$ cat src/rtl/param_fifo.sv
// Parametrised single-clock FIFO with occupancy count, threshold flags, sticky error flags,
// synchronous flush and selectable registered or first-word-fall-through read mode.
module param_fifo #(
    parameter int unsigned WIDTH         = 8,
    parameter int unsigned DEPTH         = 8,
    parameter int unsigned FWFT          = 0,
    parameter int unsigned AFULL_THRESH  = DEPTH - 2,
    parameter int unsigned AEMPTY_THRESH = 1,
    localparam int unsigned AW           = $clog2(DEPTH)
) (
    input  logic             clk_i,
    input  logic             reset_ni,
    input  logic             clear_i,
    input  logic [WIDTH-1:0] din_i,
    input  logic             wr_en_i,
    input  logic             rd_en_i,
    output logic [WIDTH-1:0] dout_o,
    output logic             dout_valid_o,
    output logic             full_o,
    output logic             empty_o,
    output logic             almost_full_o,
    output logic             almost_empty_o,
    output logic [AW:0]      count_o,
    output logic             overflow_o,
    output logic             underflow_o
);

    if (WIDTH < 1) begin : g_bad_width
        $error("param_fifo: WIDTH must be at least 1");
    end
    if (DEPTH < 2 || (DEPTH & (DEPTH - 1)) != 0) begin : g_bad_depth
        $error("param_fifo: DEPTH must be a power of two and at least 2");
    end
    if (FWFT > 1) begin : g_bad_fwft
        $error("param_fifo: FWFT must be 0 or 1");
    end
    if (AFULL_THRESH < 1 || AFULL_THRESH > DEPTH) begin : g_bad_afull
        $error("param_fifo: AFULL_THRESH must be in 1..DEPTH");
    end
    if (AEMPTY_THRESH > DEPTH - 1) begin : g_bad_aempty
        $error("param_fifo: AEMPTY_THRESH must be in 0..DEPTH-1");
    end

    logic [AW:0]      wr_ptr_q, wr_ptr_d;
    logic [AW:0]      rd_ptr_q, rd_ptr_d;
    logic             overflow_q, overflow_d;
    logic             underflow_q, underflow_d;
    logic [WIDTH-1:0] mem_q [DEPTH];

    logic [AW-1:0] wr_addr;
    logic [AW-1:0] rd_addr;
    logic [AW:0]   count;
    logic          empty;
    logic          full;
    logic          rd_acc;
    logic          wr_acc;

    assign wr_addr = wr_ptr_q[AW-1:0];
    assign rd_addr = rd_ptr_q[AW-1:0];
    assign empty   = (wr_ptr_q == rd_ptr_q);
    assign full    = (wr_addr == rd_addr) && (wr_ptr_q[AW] != rd_ptr_q[AW]);
    assign count   = wr_ptr_q - rd_ptr_q;

    // Flush wins over both requests; a write into a full FIFO rides on a same-cycle pop.
    assign rd_acc = rd_en_i & ~empty & ~clear_i;
    assign wr_acc = wr_en_i & (~full | rd_acc) & ~clear_i;

    always_comb begin
        wr_ptr_d    = wr_ptr_q;
        rd_ptr_d    = rd_ptr_q;
        overflow_d  = overflow_q;
        underflow_d = underflow_q;
        if (clear_i) begin
            wr_ptr_d    = '0;
            rd_ptr_d    = '0;
            overflow_d  = 1'b0;
            underflow_d = 1'b0;
        end else begin
            if (wr_acc) begin
                wr_ptr_d = wr_ptr_q + (AW + 1)'(1);
            end
            if (rd_acc) begin
                rd_ptr_d = rd_ptr_q + (AW + 1)'(1);
            end
            overflow_d  = overflow_q | (wr_en_i & ~wr_acc);
            underflow_d = underflow_q | (rd_en_i & empty);
        end
    end

    always_ff @(posedge clk_i or negedge reset_ni) begin
        if (!reset_ni) begin
            wr_ptr_q    <= '0;
            rd_ptr_q    <= '0;
            overflow_q  <= 1'b0;
            underflow_q <= 1'b0;
        end else begin
            wr_ptr_q    <= wr_ptr_d;
            rd_ptr_q    <= rd_ptr_d;
            overflow_q  <= overflow_d;
            underflow_q <= underflow_d;
        end
    end

    // Storage is deliberately left unreset; the pointers alone define validity.
    always_ff @(posedge clk_i) begin
        if (wr_acc) begin
            mem_q[wr_addr] <= din_i;
        end
    end

    if (FWFT != 0) begin : g_fwft
        assign dout_o       = mem_q[rd_addr];
        assign dout_valid_o = ~empty;
    end else begin : g_std
        logic [WIDTH-1:0] dout_q, dout_d;
        logic             valid_q, valid_d;

        always_comb begin
            dout_d  = dout_q;
            valid_d = 1'b0;
            if (clear_i) begin
                dout_d = '0;
            end else if (rd_acc) begin
                dout_d  = mem_q[rd_addr];
                valid_d = 1'b1;
            end
        end

        always_ff @(posedge clk_i or negedge reset_ni) begin
            if (!reset_ni) begin
                dout_q  <= '0;
                valid_q <= 1'b0;
            end else begin
                dout_q  <= dout_d;
                valid_q <= valid_d;
            end
        end

        assign dout_o       = dout_q;
        assign dout_valid_o = valid_q;
    end

    assign full_o         = full;
    assign empty_o        = empty;
    assign count_o        = count;
    assign almost_full_o  = (32'(count) >= AFULL_THRESH);
    assign almost_empty_o = (32'(count) <= AEMPTY_THRESH);
    assign overflow_o     = overflow_q;
    assign underflow_o    = underflow_q;

endmodule

$ cat config.mk
export PLATFORM = sky130hd
export DESIGN_NAME = param_fifo
export DESIGN_NICKNAME = d
export VERILOG_FILES = /design/src/rtl/param_fifo.sv
export SDC_FILE = /design/constraint.sdc
export NUM_CORES = 1
export LEC_CHECK = 0
export ABC_CLOCK_PERIOD_IN_PS = 4050
export BUFFER_PORTS_ARGS = -buffer_cell sky130_fd_sc_hd__buf_2
export CAP_MARGIN = 20
export CORE_MARGIN = 8
export CORE_UTILIZATION = 30
export DETAILED_ROUTE_END_ITERATION = 8
export PLACE_DENSITY = 0.44
export SLEW_MARGIN = 20
export SYNTH_ARGS = -nofsm -noshare
export SYNTH_HDL_FRONTEND = slang
export SYNTH_SLANG_ARGS = --single-unit
export TNS_END_PERCENT = 20
$ cat constraint.sdc
create_clock -name clk_i -period 4.05 [get_ports clk_i]
set_input_delay 0.405 -clock clk_i [delete_from_list [all_inputs] [get_ports clk_i]]
set_output_delay 0.405 -clock clk_i [all_outputs]
set_load 0.01 [all_outputs]
After elaboration in Yosys (flattened, before gate mapping)
Memories as Yosys holds them, arrays and structs flattened. Index checks and enable logic that the tools add are counted.

Output and inout port bits: 19. Logic and storage cells: 43. Bits in writable memories: 64. Register bits: 19. Memories kept: 1. Input port bits: 13.

Memory list: mem_q (words 8, width 8, read ports 1, clocked after Yosys merged registers in 0, wr ports 1, RTL line 48) `logic [WIDTH-1:0] mem_q [DEPTH];`.

$add $sub $neg: 3. Reductions and logical operators: 3. Mux-type cells: 12. Equality and inequality tests: 3. Bitwise operators: 13. Magnitude comparators: 2.

Operators with widths (number): 4-bit 2-to-1 mux (4); 8-bit 2-to-1 mux (2); 4-bit by 1-bit adder with 4-bit output, second input constant (2); 1-bit AND (6); 1-bit 2-to-1 mux (6); 4-bit equality test (1); 4-bit by 3-bit >= comparator with 1-bit output, second input constant (1); 4-bit by 1-bit less-or-equal comparator with 1-bit output, second input constant (1); 1-bit inverter (4); 2-bit nonzero test (2); 4-bit subtractor (1); 3-bit equality test (1); 1-bit bitwise OR (3); 1-bit logical AND (1); 1-bit inequality test (1).

Longest topological paths before layout
Gate-level depths: netlist of run 1.

Depth in word-level cells: 11. Mapped depth: 10. Mapped depth without buffers: 6.

Worst setup path before layout of run 1
OpenSTA, ideal clock, no wires.

Path kind: register to register. Start: register rd_ptr_q[1]. End: memory mem_q[1][0] (enable). Library setup time: 395 ps. Slack: 1071 ps. Clock period less this slack: 2979 ps. Cell stages (with the launch flop): 8. Data required time: 3655 ps. Buffers on the path: 1. Arrival time: 2585 ps. Cell sequence: dfrtp_1 clkbuf_1 clkinv_1 ha_1 nand3_2 nor3_1 nand2b_1 nor4_1.

Word-level cells in the longest chain between the ends: 9. Elaborated cells between the ends (all ways): 12. Those cells by class: eq/ne (2); mux (2); bitwise (7); reduce/logical (1).

Ends and longest elaborated chain: start: declaration (RTL line 45) `logic [AW:0] rd_ptr_q, rd_ptr_d;`; start signal: assignment (RTL line 98) `rd_ptr_q <= rd_ptr_d;`; 4-bit equality test (RTL line 60) `assign empty = (wr_ptr_q == rd_ptr_q);`; 1-bit inverter (RTL line 65) `assign rd_acc = rd_en_i & ~empty & ~clear_i;`; 1-bit AND (2 in a row) (RTL line 65); 1-bit bitwise OR (*) (RTL line 66) `assign wr_acc = wr_en_i & (~full | rd_acc) & ~clear_i;`; 1-bit AND (*) (2 in a row) (RTL line 66); 1-bit 2-to-1 mux (*) (RTL line 106) `if (wr_acc) begin`; 1-bit 2-to-1 mux (not written as such) (*) (RTL line 107) `mem_q[wr_addr] <= din_i;`; end: declaration (RTL line 48).

Mark *: on every way between the ends. The rest lies on a longest branch, timed or not.

Final worst setup path of run 1
Start: register rd_ptr_q[1]. End: memory mem_q[0][4] (enable).

Same word-level chain as after synthesis.

==> results of run 1 <==
==> cells by family after synthesis <==
| logic type | count (synthesis) | share of synthesized area [%] |
|---|---|---|
| DFF | 83 | 68.38 |
| and+or+nand+nor | 64 | 8.351 |
| AOI/OAI and AO/OA | 22 | 5.032 |
| buffers and inverters | 17 | 2.891 |
| muxes | 17 | 10.56 |
| xor gates and xnor gates | 8 | 2.427 |
| adders and majority gates | 6 | 2.355 |
==> layout by cell type (no fill, tap or decap), drive strengths merged <==
| cell type | count |
|---|---|
| xor2 | 3 |
| inv | 7 |
| and3 | 2 |
| edfxtp | 64 |
| nor2 | 22 |
| o211ai | 2 |
| a21oi | 4 |
| ha | 5 |
| clkbuf | 11 |
| mux4 | 16 |
| mux2i | 1 |
| nand3 | 2 |
| xnor2 | 5 |
| nand2b | 3 |
| nand2 | 22 |
| o21ai | 4 |
| o21a | 2 |
| o311ai | 1 |
| fa | 1 |
| nor3 | 4 |
| nor4 | 4 |
| a311oi | 8 |
| nor2b | 3 |
| o31ai | 1 |
| buf | 40 |
| bufinv | 1 |
| clkinv | 2 |
| dfrtp | 19 |
| or4 | 2 |
| clkinvlp | 1 |
==> layer usage <==
metal  wire length, µm  vias to the layer above  track usage, %
met5                 0                        -               0
met4               143                        0           4.461
met3               435                       10           3.445
met2              3456                       42           16.12
met1              3687                      948           14.41
li1                  -                      909               -
==> final timing paths <==
kind / from / to / slack [ns] / cells after the start
min: reset_ni / rd_ptr_q[3] / 0.01 / 1
min in group clk_i: din_i[0] / mem_q[1][0] / 0.34 / 1
min reg2reg: underflow_o / underflow_o / 0.49 / 2
max in group asynchronous: reset_ni / dout_o[4] / 3.71 / 1
max: rd_ptr_q[1] / mem_q[0][4] / 1.07 / 6
max reg2reg: rd_ptr_q[1] / mem_q[0][4] / 1.07 / 6
==> through the flow <==
stage          std cells  setup WS, ns  util, %
2_1_floorplan        217         1.071        -
5_1_grt              405        0.7984    36.27
4_1_cts              405         1.015    36.27
3_5_place_dp         390         1.028    33.78
6_report             405         1.072    36.27
3_3_place_gp         390         1.163    33.78
==> where the power goes <==
part | leakage, µW | internal [µW] | switching, µW
clock network | 0.000136 | 476 | 317
logic | 0.000526 | 159 | 220
registers | 0.000835 | 956 | 26.6
total | 0.00150 | 1590 | 564
==> state kept, by name (all words and copies together) (netlist names) <==
signal and flops:
mem_q 64, dout_o 8, rd_ptr_q 4, wr_ptr_q 4, dout_valid_o 1, overflow_o 1, underflow_o 1
==> synthesized netlist by cell type (all sizes together) <==
master  instances  area [µm²]
clkinv          1       3.750
nor3            4       20.02
or4             2       15.01
nand2          22       82.58
nor2           22       85.09
o211ai          2       15.01
mux4           16       360.4
nor2b           3       18.77
mux2i           1       10.01
o31ai           1       21.27
o311ai          1       8.760
xor2            3       33.79
clkbuf          4       15.01
inv             6       22.52
and3            2       12.51
nand3           2       15.01
edfxtp         64        1922
fa              1       20.02
o21a            2       15.01
a21oi           4       20.02
o21ai           4       20.02
nor4            4       25.02
ha              5       62.56
xnor2           5       51.30
dfrtp          19       475.5
nand2b          3       18.77
buf             6       60.06
a311oi          8       76.32
==> area by class of cell <==
type                            instances  share of cell area [%]
Timing Repair Buffer                   40                   5.378
Sequential cell                        83                   57.89
Multi-Input combinational cell        117                   24.92
Clock inverter                          4                   1.239
Tap cell                              143                   4.320
Inverter                                7                  0.6344
Clock buffer                           11                   5.619
==> run_results.csv, run 1 <==
group,metric,value,unit
floorplan,die_w,124.1,µm
cells_and_area,drive_gt1_share,30.15,%
sta,fmax,335.8,MHz
global_routing,grt_usage,10.86,%
yosys,synth_fp_nets,236,
floorplan,start_util,30.70,%
floorplan,die_h,124.1,µm
cells_and_area,n_fill_cell,1111,
clock_tree,clk_pin_slew,0.06,ns
setup_path,path_cells,"clkinv_1 > ha_1 > nand3_2 > nor3_1 > nand2b_1 > nor2_1",
power,power,2154,µW
sta,worst_hold_slack,0.01285,ns
clock_tree,htree_levels,3,
yosys,synth.distinct_cells,36,
power,power_density,520.2,nW/µm²
run_status,outcome,"complete, no violations",
sta,rsz0062_at_grt,"no",
routing,via_per_inst,4.714,
placement,globalplace.congestion,0.7036,
yosys,synth_area,3506,µm²
setup_path,slowest_delay,0.66,ns
yosys,yosysSeqAreaShare,68.38,%
yosys,yosys_register_bits,83,
clock_tree,cts_made_buffers,9,
global_routing,grt_overflow_total,0,
clock_tree,ctsResizeCount,0,
setup_path,cp-start-kind,"flip-flop",
clock_tree,cts_tree,"built",
power,ir_drop,0.0002662,V
routing,drc,0,
setup_path,critical_path_required,4.01,ns
sta,period_share,73.53,%
cells_and_area,areaGrowthSynthToFinish,18.13,%
floorplan,rows,39,
setup_path,path_class,"reg2reg",
cells_and_area,diodes,0,
routing,dr.first_iter.drc_count,143,
placement,place.port_buffers,31,
routing,num_vias,1909,
sta,relSlewSlack,48.87,%
sta,skew,0.005121,ns
setup_path,path_buf_inv,1,
worst_hold_path,hold_path_class,"in2async",
clock_tree,clock-sinks,83,
clock_tree,clk_latency,0.33,ns
routing,wl,7722,µm
routing,drt-wirelength-per-cell,19.07,µm
cells_and_area,multi_input_area,1032,µm²
routing,ant_nets,0,
floorplan,coreArea,11420,µm²
placement,placed_area,3857,µm²
sta,maxSlewViolCount,0,
yosys,avgSynthCellArea,16.16,µm²
setup_path,critPathCaptureType,"flip-flop",
yosys,synthCells,217,
placement,dp_hpwl,5167,µm
setup_path,cp_top_family,"simple AND/OR/NAND/NOR gates",
clock_tree,cts-root-buf,"clkbuf_16",
power,p_leak,0.001497,µW
clock_tree,post-cts-setup-buffer-count,0,
setup_path,worstPathArrival,2.94,ns
sta,setup_violations,0,
routing,firstDrtPassIters,4,
cells_and_area,final_area,4141,µm²
sta,finalHoldViolCount,0,
setup_path,cp_max_fo,13,
sta,layout_min_cycle_time,2.978,ns
flow_run,cap_violations,0,
sta,tns,0,ns
sta,worst_pin_slew,0.7641,ns
setup_path,slowest_stage,"nor2_1",
global_routing,grt_pass1_vias,1967,
floorplan,io_pins,32,
cells_and_area,regArea,2397,µm²
global_routing,grt_max_degree,27,
global_routing,grt_pass1_wl,11920,µm
clock_tree,holdBufCountCts,0,
clock_tree,clock_path_buffers,2,
global_routing,antenna_found_initial,0,
cells_and_area,final_nets,277,
yosys,synth_warnings,0,
floorplan,die_area,15400,µm²
(Power assumes the default switching activity.)
==> run 2, diff against run 1 <==
--- a/config.mk
+++ b/config.mk
@@ -5,7 +5,7 @@
 export SDC_FILE = /design/constraint.sdc
 export NUM_CORES = 1
 export LEC_CHECK = 0
-export ABC_CLOCK_PERIOD_IN_PS = 4050
+export ABC_CLOCK_PERIOD_IN_PS = 3080
 export BUFFER_PORTS_ARGS = -buffer_cell sky130_fd_sc_hd__buf_2
 export CAP_MARGIN = 20
 export CORE_MARGIN = 8
==> constraint.sdc (replaced) <==
create_clock -name clk_i -period 3.08 [get_ports clk_i]
set_input_delay 0.308 -clock clk_i [delete_from_list [all_inputs] [get_ports clk_i]]
set_output_delay 0.308 -clock clk_i [all_outputs]
set_load 0.01 [all_outputs]
==> run 2 against run 1 <==
Against the previous run: flip-flop and latch count unchanged; worst hold slack better by 0.24 ns; clock skew is essentially flat; die area is the same; sequential share of layout area is 1.2 points lower; clock power increased by 42%; combinational power grew 39%.
==> run_results.csv, run 2 (same netlist as run 1, synthesis figures left out) <==
group,metric,value,unit
run_status,outcome,"complete, no violations",
sta,worst_pin_slew,0.7873,ns
power,combPwrFrac,17.9,%
cells_and_area,largest_reg_flops,64,
sta,tns,0,ns
clock_tree,cts_tree,"built",
clock_tree,htree_levels,3,
routing,dr.first_iter.drc_count,79,
floorplan,rows,39,
placement,place.port_buffers,31,
global_routing,grt_max_degree,26,
clock_tree,clk_latency,0.33,ns
power,seq_power_share,43.6,%
sta,finalHoldViolCount,0,
floorplan,start_util,30.70,%
power,p_leak,0.001545,µW
cells_and_area,fin_util,37.05,%
routing,drt-wirelength-per-cell,18.37,µm
sta,rsz0062_at_grt,"no",
setup_path,critPathCaptureType,"flip-flop",
cells_and_area,final_common_cell,"edfxtp_1",
worst_hold_path,hold_path_class,"in2reg",
setup_path,cp-startpoint,"wr_ptr_q[0]",
global_routing,grt_pass1_wl,11720,µm
cells_and_area,n_fill_cell,1090,
cells_and_area,final_nets,284,
setup_path,cp_max_fo,8,
floorplan,io_pins,32,
clock_tree,cts-root-buf,"clkbuf_16",
routing,wl,7585,µm
floorplan,die_area,15400,µm²
cells_and_area,areaGrowthSynthToFinish,20.66,%
sta,layout_min_cycle_time,2.421,ns
setup_path,worstPathArrival,2.38,ns
clock_tree,cts_made_buffers,9,
routing,via_per_inst,4.789,
power,internal_power,2195,µW
clock_tree,clock_path_buffers,2,
power,power.switching,741.8,µW
worst_hold_path,hold_path.startpoint,"din_i[1]",
routing,drc,0,
global_routing,antenna_found_initial,0,
global_routing,grt_usage,10.53,%
cells_and_area,diodes,0,
floorplan,coreArea,11420,µm²
cells_and_area,regMostFlops,"mem_q",
placement,dp_hpwl,5150,µm
cells_and_area,final_cell_mix,"64 x edfxtp_1, 31 x buf_2, 22 x nand2_1",
clock_tree,ctsResizeCount,0,
floorplan,die_h,124.1,µm
sta,maxSlewViolCount,0,
floorplan,die_w,124.1,µm
setup_path,timing.rr.start,"wr_ptr_q[0]",
placement,globalplace.congestion,0.7417,
clock_tree,clk_pin_slew,0.06,ns
routing,ant_nets,0,
power,switching_share,25.26,%
routing,num_vias,1978,
setup_path,critical_path_required,3.04,ns
power,p_clk_share,38.5,%
global_routing,grt_pass1_vias,2045,
sta,period_share,78.60,%
setup_path,cp-start-kind,"flip-flop",
power,power_density,694.2,nW/µm²
setup_path,path_class,"reg2reg",
global_routing,grt_overflow_total,0,
power,ir_drop,0.0002439,V
sta,fmax,413.1,MHz
power,power,2937,µW
sta,relSlewSlack,47.32,%
sta,skew,0.005562,ns
cells_and_area,drive_gt1_share,31.85,%
flow_run,cap_violations,0,
sta,setup_violations,0,
clock_tree,clock-sinks,83,
routing,firstDrtPassIters,4,
-- run 2: cell count changes in the layout (fill, tap and decap cells not counted) --
cell           before  now
buf_4               9   15
bufinv_16           1    2
clkbuf_1            2    1
clkinv_1            1    2
clkinv_2            1    0
clkinv_4            0    1
dlygate4sd3_1       0    1
-- run 2: critical path, stage by stage, from the launching register on --
cell      delay, ns
dfrtp_1        0.45
inv_1          0.12
ha_1           0.35
nand3_2        0.09
nor3_1         0.05
nand2b_1       0.30
nor2_1         0.68
-- run 2: area by class of cell --
| class | count | area, µm² | area share (%) |
|---|---|---|---|
| Clock inverter | 6 | 88.84 | 2.100 |
| Inverter | 7 | 26.28 | 0.6211 |
| Sequential cell | 83 | 2397 | 56.67 |
| Multi-Input combinational cell | 117 | 1032 | 24.40 |
| Clock buffer | 10 | 229.0 | 5.413 |
| Timing Repair Buffer | 47 | 277.8 | 6.566 |
| Tap cell | 143 | 178.9 | 4.230 |
-- run 2: power groups by stage --
stage,registers (µW),logic [µW],clock network [µW]
floorplan,1320,350,0
global placement,1300,540,0
detailed placement,1300,541,0
CTS,1280,543,1160
global route,1290,592,1200
finish,1280,526,1130
-- run 2: what timing repair did --
item / 4_1_cts / 5_1_grt
endpoints found under the hold margin: 19 / 0
hold buffers: 1 / 0
setup buffers: 0 / 0
-- run 2: layer usage --
| metal | global-route usage [%] | up-vias | wire, µm |
|---|---|---|---|
| li1 | - | 923 | - |
| met2 | 15.81 | 40 | 3405 |
| met5 | 0 | - | 0 |
| met4 | 5.130 | 0 | 146 |
| met3 | 2.221 | 12 | 398 |
| met1 | 14.21 | 1003 | 3634 |
-- run 2: path summary, 6_finish.rpt --
path / endpoint / slack (ns) / cells after the start
setup / recovery: mem_q[0][1] / 0.66 / 6
hold / removal: mem_q[6][1] / 0.25 / 1
setup reg to reg: mem_q[0][1] / 0.66 / 6
hold reg to reg: underflow_o / 0.51 / 2
max in group asynchronous: dout_o[7] / 2.28 / 2
min in group asynchronous: rd_ptr_q[3] / 0.47 / 2
-- run 2: stage by stage --
step / hold slack [ns] / area [µm²] / cells / setup WS [ns]
2_1_floorplan: 0.01241 / 3506 / 217 / 0.1006
3_3_place_gp: 0.3044 / 3902 / 396 / 0.7532
3_5_place_dp: 0.3008 / 3902 / 396 / 0.6366
4_1_cts: 0.2484 / 4230 / 413 / 0.6200
5_1_grt: 0.2597 / 4230 / 413 / 0.4574
6_report: 0.2483 / 4230 / 413 / 0.6592
==> run 3, diff against run 2 <==
--- a/config.mk
+++ b/config.mk
@@ -5,7 +5,7 @@
 export SDC_FILE = /design/constraint.sdc
 export NUM_CORES = 1
 export LEC_CHECK = 0
-export ABC_CLOCK_PERIOD_IN_PS = 3080
+export ABC_CLOCK_PERIOD_IN_PS = 2450
 export BUFFER_PORTS_ARGS = -buffer_cell sky130_fd_sc_hd__buf_2
 export CAP_MARGIN = 20
 export CORE_MARGIN = 8
==> constraint.sdc (replaced) <==
create_clock -name clk_i -period 2.45 [get_ports clk_i]
set_input_delay 0.245 -clock clk_i [delete_from_list [all_inputs] [get_ports clk_i]]
set_output_delay 0.245 -clock clk_i [all_outputs]
set_load 0.01 [all_outputs]
==> run 3 against run 2 <==
Against the previous run: critical path type is now reg2out; non-clock buffer count unchanged; global-route usage increased by 1.2 points; flip-flop and latch count unchanged.
==> run_results.csv, run 3 (same netlist as run 1, synthesis figures left out) <==
group,metric,value,unit
worst_hold_path,hold_path_class,"in2reg",
placement,globalplace.congestion,0.6881,
sta,setup_violations,0,
routing,drc,0,
clock_tree,cts_made_buffers,9,
floorplan,die_w,124.1,µm
global_routing,grt_pass1_wl,12980,µm
floorplan,coreArea,11420,µm²
placement,dp_hpwl,5578,µm
sta,finalHoldViolCount,0,
sta,layout_setup_ws,0.1875,ns
setup_path,worstPathArrival,2.02,ns
sta,worst_pin_slew,0.7656,ns
power,p_leak,0.001564,µW
routing,via_per_inst,4.758,
clock_tree,cts-root-buf,"clkbuf_16",
clock_tree,clock_path_buffers,2,
placement,pre_cts_ws,0.1891,ns
placement,place.port_buffers,31,
setup_path,cp_max_fo,9,
clock_tree,clk_pin_slew,0.06,ns
floorplan,die_h,124.1,µm
routing,firstDrtPassIters,4,
sta,fmax,442.0,MHz
global_routing,antenna_found_initial,0,
cells_and_area,largest_reg_flops,64,
cells_and_area,areaGrowthSynthToFinish,22.81,%
power,power_density,874.5,nW/µm²
setup_path,cp-start-kind,"flip-flop",
clock_tree,clock-sinks,83,
sta,maxSlewViolCount,0,
setup_path,path_class,"reg2out",
global_routing,grt_max_degree,20,
clock_tree,ctsResizeCount,0,
clock_tree,cts_tree,"built",
sta,rsz0062_at_grt,"no",
routing,wl,8148,µm
cells_and_area,regMostFlops,"mem_q",
floorplan,rows,39,
setup_path,worst_r2r_path_depth,6,
clock_tree,post-cts-setup-buffer-count,0,
sta,layout_min_cycle_time,2.263,ns
clock_tree,holdBufCountCts,1,
clock_tree,htree_levels,3,
global_routing,grt_overflow_total,0,
setup_path,critPathCaptureType,"output port",
worst_hold_path,hold_path.startpoint,"din_i[5]",
sta,skew,0.006482,ns
global_routing,grt_pass1_vias,2129,
flow_run,cap_violations,0,
cells_and_area,fin_util,37.71,%
setup_path,critical_path_required,2.20,ns
worst_hold_path,min_path_cells,1,
sta,tns,0,ns
routing,ant_nets,0,
setup_path,timing.rr.start,"wr_ptr_q[0]",
clock_tree,clk_latency,0.33,ns
cells_and_area,final_cell_mix,"64 x edfxtp_1, 31 x buf_2, 22 x nand2_1",
cells_and_area,final_nets,284,
setup_path,cp-startpoint,"wr_ptr_q[1]",
cells_and_area,diodes,0,
routing,dr.first_iter.drc_count,129,
floorplan,start_util,30.70,%
global_routing,grt_usage,11.70,%
sta,relSlewSlack,48.68,%
floorplan,io_pins,32,
routing,num_vias,1965,
cells_and_area,drive_gt1_share,34.07,%
sta,period_share,92.35,%
floorplan,die_area,15400,µm²
cells_and_area,final_common_cell,"edfxtp_1",
run_status,outcome,"complete, no violations",
routing,drt-wirelength-per-cell,19.73,µm
power,ir_drop,0.0003923,V
==> run 3: final cells by class <==
| class | instances | area (µm²) |
|---|---|---|
| Clock buffer | 9 | 225.2 |
| Sequential cell | 83 | 2397 |
| Fill cell | 1085 | 7113 |
| Multi-Input combinational cell | 117 | 1100 |
| Inverter | 7 | 26.28 |
| Clock inverter | 7 | 100.1 |
| Tap cell | 143 | 178.9 |
| Timing Repair Buffer | 47 | 277.8 |
==> run 3: worst max-delay path, cell delays in order (launching register included) <==
cell and delay, ns:
dfrtp_1 0.35, buf_4 0.21, inv_1 0.08, fa_1 0.43
xnor2_1 0.29, nor2_1 0.07, o21a_1 0.11, buf_2 0.13
==> run 3: worst paths after layout <==
path	end	slack, ns
setup / recovery	almost_empty_o	0.19
hold / removal	mem_q[3][5]	0.23
setup reg to reg	mem_q[4][4]	0.20
hold reg to reg	underflow_o	0.50
max in group asynchronous	dout_o[3]	1.64
min in group asynchronous	wr_ptr_q[3]	0.43
==> run 3: power breakdown <==
group	internal (µW)	switching, µW
combinational	291	398
clock	902	568
sequential	1580	27.1
total	2770	993
==> run 3: stage by stage <==
step	hold slack, ns	instance area [µm²]	power [µW]	instances
3_5_place_dp	0.2712	3970	2336	396
6_report	0.2262	4305	3765	413
3_3_place_gp	0.2551	3970	2337	396
5_1_grt	0.2275	4305	3940	413
4_1_cts	0.2243	4305	3819	413
2_1_floorplan	-0.05059	3600	2110	217
==> run 3: per-layer routing <==
metal	GRT usage (%)	up-vias	part of all wire, %
met1	16.11	1001	49
met2	17.95	34	46
met4	3.346	0	0.80
met5	0	-	0
met3	2.856	6	3.9
li1	-	924	-
